==> src/rtl/operand_reg_bank.sv <==
// Operand holding stage between register-file read and execute.
// Two-entry buffer (main + skid) with registered valid/ready and synchronous flush.
module operand_reg_bank #(
    parameter int WIDTH = 32,
    parameter int NCH   = 2
) (
    input  logic                 clk,
    input  logic                 rst,
    input  logic [NCH*WIDTH-1:0] in_data,
    input  logic                 in_valid,
    output logic                 in_ready,
    input  logic                 flush,
    output logic [NCH*WIDTH-1:0] out_data,
    output logic                 out_valid,
    input  logic                 out_ready,
    output logic [1:0]           occupancy
);

    localparam int DW = NCH * WIDTH;

    typedef enum logic [1:0] {
        EMPTY = 2'd0,
        ONE   = 2'd1,
        FULL  = 2'd2
    } state_t;

    state_t        state_r;
    state_t        state_nxt_s;
    logic [DW-1:0] main_r;
    logic [DW-1:0] skid_r;
    logic [DW-1:0] main_nxt_s;
    logic [DW-1:0] skid_nxt_s;
    logic          accept_s;
    logic          emit_s;

    // Handshake flags are decoded from registered state only, so ready never
    // depends combinationally on the consumer.
    assign in_ready  = (state_r != FULL);
    assign out_valid = (state_r != EMPTY);
    assign occupancy = state_r;
    assign out_data  = main_r;
    assign accept_s  = in_valid & in_ready;
    assign emit_s    = out_valid & out_ready;

    // Next-state and data-path selection; flush overrides and leaves data untouched.
    always_comb begin
        state_nxt_s = state_r;
        main_nxt_s  = main_r;
        skid_nxt_s  = skid_r;
        if (flush) begin
            state_nxt_s = EMPTY;
        end else begin
            case (state_r)
                EMPTY: begin
                    if (accept_s) begin
                        state_nxt_s = ONE;
                        main_nxt_s  = in_data;
                    end else begin
                        state_nxt_s = EMPTY;
                    end
                end
                ONE: begin
                    if (accept_s && !emit_s) begin
                        state_nxt_s = FULL;
                        skid_nxt_s  = in_data;
                    end else if (emit_s && !accept_s) begin
                        state_nxt_s = EMPTY;
                    end else if (accept_s && emit_s) begin
                        state_nxt_s = ONE;
                        main_nxt_s  = in_data;
                    end else begin
                        state_nxt_s = ONE;
                    end
                end
                FULL: begin
                    if (emit_s) begin
                        state_nxt_s = ONE;
                        main_nxt_s  = skid_r;
                    end else begin
                        state_nxt_s = FULL;
                    end
                end
                default: begin
                    state_nxt_s = EMPTY;
                end
            endcase
        end
    end

    // State and buffer registers.
    always_ff @(posedge clk or posedge rst) begin
        if (rst) begin
            state_r <= EMPTY;
            main_r  <= {DW{1'b0}};
            skid_r  <= {DW{1'b0}};
        end else begin
            state_r <= state_nxt_s;
            main_r  <= main_nxt_s;
            skid_r  <= skid_nxt_s;
        end
    end

endmodule
==> config.mk <==
export PLATFORM = sky130hd
export DESIGN_NAME = operand_reg_bank
export DESIGN_NICKNAME = d
export VERILOG_FILES = /design/src/rtl/operand_reg_bank.sv
export SDC_FILE = /design/constraint.sdc
export NUM_CORES = 1
export LEC_CHECK = 0
export CELL_PAD_IN_SITES_DETAIL_PLACEMENT = 1
export CELL_PAD_IN_SITES_GLOBAL_PLACEMENT = 1
export CORE_ASPECT_RATIO = 0.9
export CORE_MARGIN = 3
export CORE_UTILIZATION = 30
export DETAILED_ROUTE_END_ITERATION = 6
export PLACE_DENSITY = 0.69
export RECOVER_POWER = 25
export SLEW_MARGIN = 20
export SYNTH_ARGS = -nofsm -noshare
export SYNTH_HDL_FRONTEND = slang
export SYNTH_SLANG_ARGS = --single-unit
==> constraint.sdc <==
create_clock -name clk -period 5.6 [get_ports clk]
set_clock_uncertainty 0.05 [all_clocks]
set_input_delay 0.56 -clock clk [delete_from_list [all_inputs] [get_ports clk]]
set_output_delay 0.56 -clock clk [all_outputs]
set_load 0.01 [all_outputs]
After elaboration in Yosys (flattened, before gate mapping)
Cells that the tools add are included.
{ "word_totals": {"elab_cells": 36, "register_bits": 130, "inputBits": 69} }
{ "classes": {"bitwise_logic": 3, "n_eq_ne": 8, "n_mux": 12, "reduce_logical": 10} }
{ "op_table": {"columns": ["op", "count"], "rows": [
  ["$mux W64", 5],
  ["$pmux W64 S3", 1],
  ["$ne A2 B2 Y1 const B", 6],
  ["$reduce_and A7 Y1", 1],
  ["$mux W2", 3],
  ["$pmux W2 S3", 1],
  ["$logic_and A1 B1 Y1", 3],
  ["$reduce_and A3 Y1", 1],
  ["$reduce_bool A3 Y1", 1],
  ["$and A1 B1 Y1", 2],
  ["$eq A2 B1 Y1 const B", 1],
  ["$eq A2 B2 Y1 const B", 1],
  ["$logic_not A1 Y1", 2],
  ["$logic_not A2 Y1", 1],
  ["$mux W1", 2],
  ["$reduce_bool A2 Y1", 1],
  ["$not A1 Y1", 1]
]} }

Logic depth before layout (Yosys ltp)
{ "logic_depth": {"word_depth": 8, "ltp_mapped": 7, "ltp_nobuf": 4} }

Least setup slack after synthesis
OpenSTA, ideal clock, no wires.
{ "synth_timing": {"path_kind": "register to register", "start": "register state_r[0], in the netlist occupancy[0]", "end": "register main_r[10], in the netlist out_data[10]", "period_less_slack_ns": 1.958, "arrival_ns": 1.783, "path_stages_with_launch": 7, "slack_ns": 3.642, "setup_ns": 0.125, "required_time_ns": 5.425, "path_cell_list": "dfrtp_1 buf_2 nor2b_1 buf_4 clkbuf_1 mux2_2 mux2_2"} }
{ "synth_between": {"elab_chain_len": 6, "word_cells_on_any_way": 20, "cone_classes": "eq/ne: 8; mux: 1; bitwise: 2; reduce/logical: 9"} }
{ "synth_rtl": {"columns": ["item", "line_no", "source"], "rows": [
  ["start: declaration", "27", "state_t state_r;"],
  ["start signal: assignment", "97", "state_r <= state_nxt_s;"],
  ["$ne A2 B2 Y1 / $reduce_bool A2 Y1 (equally long branches)", "38, 39", null],
  ["$and A1 B1 Y1 (on tied branches)", "42, 43", null],
  ["$logic_not A1 Y1 (on tied branches)", "66, 63", null],
  ["$logic_and A1 B1 Y1 (on tied branches)", "66, 63", null],
  ["$ne A2 B2 Y1 (no source line)", null, null],
  ["$reduce_and A7 Y1 (no source line)", null, null],
  ["end signal: assignment", "94", "main_r <= {DW{1'b0}};"],
  ["end signal: assignment", "98", "main_r <= main_nxt_s;"],
  ["end: declaration", "29", "logic [DW-1:0] main_r;"]
]} }
Parallel ways exist; a longest one is shown, timed or not.
A chain may end at the register's enable or synchronous reset.

Worst setup path after layout
{ "layout_timing": {"start": "register state_r[0], in the netlist occupancy[0]", "end": "output in_ready"} }
{ "layout_between": {"elab_chain_len": 1} }
{ "layout_rtl": {"columns": ["item", "line_no", "source"], "rows": [
  ["$ne A2 B2 Y1", "38", "assign in_ready = (state_r != FULL);"],
  ["end: declaration", "11", "output logic in_ready,"]
]} }
No other way between the ends.

==> flow_summary.yaml <==
synthesis:
  ys_ff_latch: 130
  synth_ff_type: "dfrtp_1"
  synth_nets: 428
  yosys.cell_types.count: 22
  yosysWarningCount: 0
  synthSimpleGateAreaFrac_pct: 1.05
  synth_fa_ha_area_share_pct: 0
  synthArstFlopShare_pct: 100
  synth-compound-area-share_pct: 0.723
  avgSynthCellArea_sq_um: 15.9
  synth-xor-area-share_pct: 0
  synth_mux_area_share_pct: 38.7
  seq_area_frac_synth_pct: 57.0
  syn_inst: 359
  synth_edf_count: 0
  synth_top_family_by_area: "multiplexers"
  syn-cell-area_sq_um: 5710
grt:
  grt-ovfl-total: 0
  met2_usage_pct: 23.5
  grtUsageMet3_pct: 4.50
  grt_max_degree: 68
  busiest_layer: "met2"
  grt_pass1_wl_um: 20700
  grt_util_met1_pct: 14.8
  grt_antenna_before_repair: 0
  first_global_vias: 3985
  track_usage_pct: 13.1
layout:
  fin_nets: 567
  postLayoutCoreUtil_pct: 43.2
  area_growth_pct: 40.0
  final_cells: 756
  drive_gt1_share_pct: 44.6
  n_fill_cell: 1845
  regArea_sq_um: 3250
  final_common_cell: "mux2_2"
  n_antenna_cell: 0
  stdcell_area_sq_um: 7990
  mostFrequentLayoutCells: "174 x mux2_2, 134 x clkdlybuf4s50_1, 130 x dfrtp_1"
  multiInputGateArea_sq_um: 2330
worst_setup_path:
  crit_arrival_ns: 2.66
  crit_slowest_cell: "nor2b_4"
  reg2reg_from: "occupancy[0]$_DFF_PP0_"
  startpoint_type: "register"
  critPathTopFamily: "buffers and inverters"
  worst_path_largest_cell_delay_ns: 0.62
  critical_path.max_fanout: 30
  critical_path_class: "register to primary output"
  crit_start: "occupancy[0]$_DFF_PP0_"
  cp-end-kind: "primary output"
  worst-path-buf-inv: 3
  critical_path.cell_chain: "nor2b_4 > buf_16 > inv_2 > clkdlybuf4s50_1"
  cp.required_ns: 4.99
clocking:
  clockBufferDepth: 2
  cts.sinks: 130
  ctsResizeCount: 0
  clock_latency_ns: 0.41
  root_buffer: "clkbuf_16"
  cts.htree.levels: 4
  numCtsBuffers: 17
  cts_hold_buffers: 0
  post-cts-setup-buffers: 0
  cts_tree: "yes"
  clkSlewWorstSetupHoldPaths_ns: 0.06
run_status:
  violations: "capacitance limit, slew limit"
  status: "complete, but fails checks"
power_and_ir_drop:
  p_per_area_nw_per_um2: 401
  vdd_drop_max_mv: 0.224
  p_total_mw: 3.20
  p_leak_nw: 3.33
routing:
  dr_total_vias: 3477
  via_per_inst: 4.60
  wirelength_um: 12900
  drt_iter0_markers: 66
  drtAntennaViolNets: 0
  drc: 0
  wl_per_cell_um: 17.1
  drt_first_pass_iters: 4
floorplan:
  start_util_pct: 30.8
  dieWidth_um: 151
  dieArea_sq_um: 20700
  placementRows: 47
  core_area_sq_um: 18500
  ios: 137
  fp.dieH_um: 137
timing:
  worst_pin_slew_ns: 2.98
  fmax_mhz: 305
  slew_violations: 68
  rsz0062_at_grt: "no"
  hold_violations: 0
  finalSetupTns_ns: 0
  period_needed_ns: 3.27
  slew_headroom_pct: -99.8
  setup_violations: 0
  fin_crit_sh_pct: 58.5
run:
  drv_cap: 1
worst_hold_path:
  hold_path.startpoint: "out_data[27]$_DFFE_PP0P_"
  hold_class: "register to register"
place:
  gp_congestion: 0.682
  hpwl_um: 8420
  placed_cell_area_sq_um: 7280
  portBuffers: 136
  place_inst: 723
==> Yosys cell counts, types with 2 or more instances <==
cell      number  area (sq um)
clkbuf_1       2          7.51
mux2_2       174          1960
nor2_1         2          7.51
a21oi_1        2          10.0
buf_2         11          55.1
nor2b_1        2          12.5
buf_6          6          67.6
dfrtp_1      130          3250
mux2_1         8          90.1
mux2_4        10           150
==> final timing paths <==
path	cells after the start	end	slack [ns]
max in group asynchronous	3	occupancy[0]$_DFF_PP0_	2.62
setup / recovery	4	in_ready	2.33
min in group asynchronous	2	out_data[23]$_DFFE_PP0P_	1.41
setup reg to reg	5	out_data[44]$_DFFE_PP0P_	3.11
hold reg to reg	1	out_data[27]$_DFFE_PP0P_	0.44
hold / removal	1	out_data[27]$_DFFE_PP0P_	0.44
==> logic make-up (layout without fill, tap and decap cells) <==
| group | Yosys count | after routing |
|---|---|---|
| AO/OA/AOI/OAI | 4 | 4 |
| buffers and inverters | 22 | 174 |
| flip-flops | 130 | 130 |
| multiplexers | 193 | 193 |
| AND/OR/NAND/NOR | 10 | 10 |
==> flip-flops by register name, indices dropped and copies added (netlist names) <==
name and count:
skid_r 64, out_data 64, occupancy 2
==> report_power, final <==
part	switching, mW	internal [mW]	leakage, nW
combinational	0.218	0.422	1.43
sequential	0.120	1.17	1.56
clock	0.415	0.860	0.337
==> per-layer routing <==
| layer | wire (um) | part of all wire (%) |
|---|---|---|
| met1 | 5420 | 42 |
| met2 | 6740 | 52 |
| met3 | 653 | 5.1 |
| met4 | 112 | 0.87 |
| met5 | 0 | 0 |
==> through the flow <==
stage | setup slack, ns | hold WS (ns)
after detailed placement | 2.18 | 0.436
after floorplan | 1.52 | 0.424
final | 2.33 | 0.441
after global routing | 2.09 | 0.465
after global placement | 2.26 | 0.426
after CTS | 1.74 | 0.450
==> worst reg2reg max path, cell delays in order (launching register included) <==
cell and delay (ns):
dfrtp_1 0.51, nor2b_4 0.62, buf_16 0.24, inv_2 0.30
mux2_2 0.39, mux2_2 0.27
==> final cells by class <==
type	instances	area share [%]
Clock buffer	19	5.67
Clock inverter	13	2.88
Inverter	2	0.110
Multi-Input combinational cell	207	29.2
Sequential cell	130	40.7
Tap cell	245	3.83
Timing Repair Buffer	140	17.7
(Power assumes the default switching activity.)
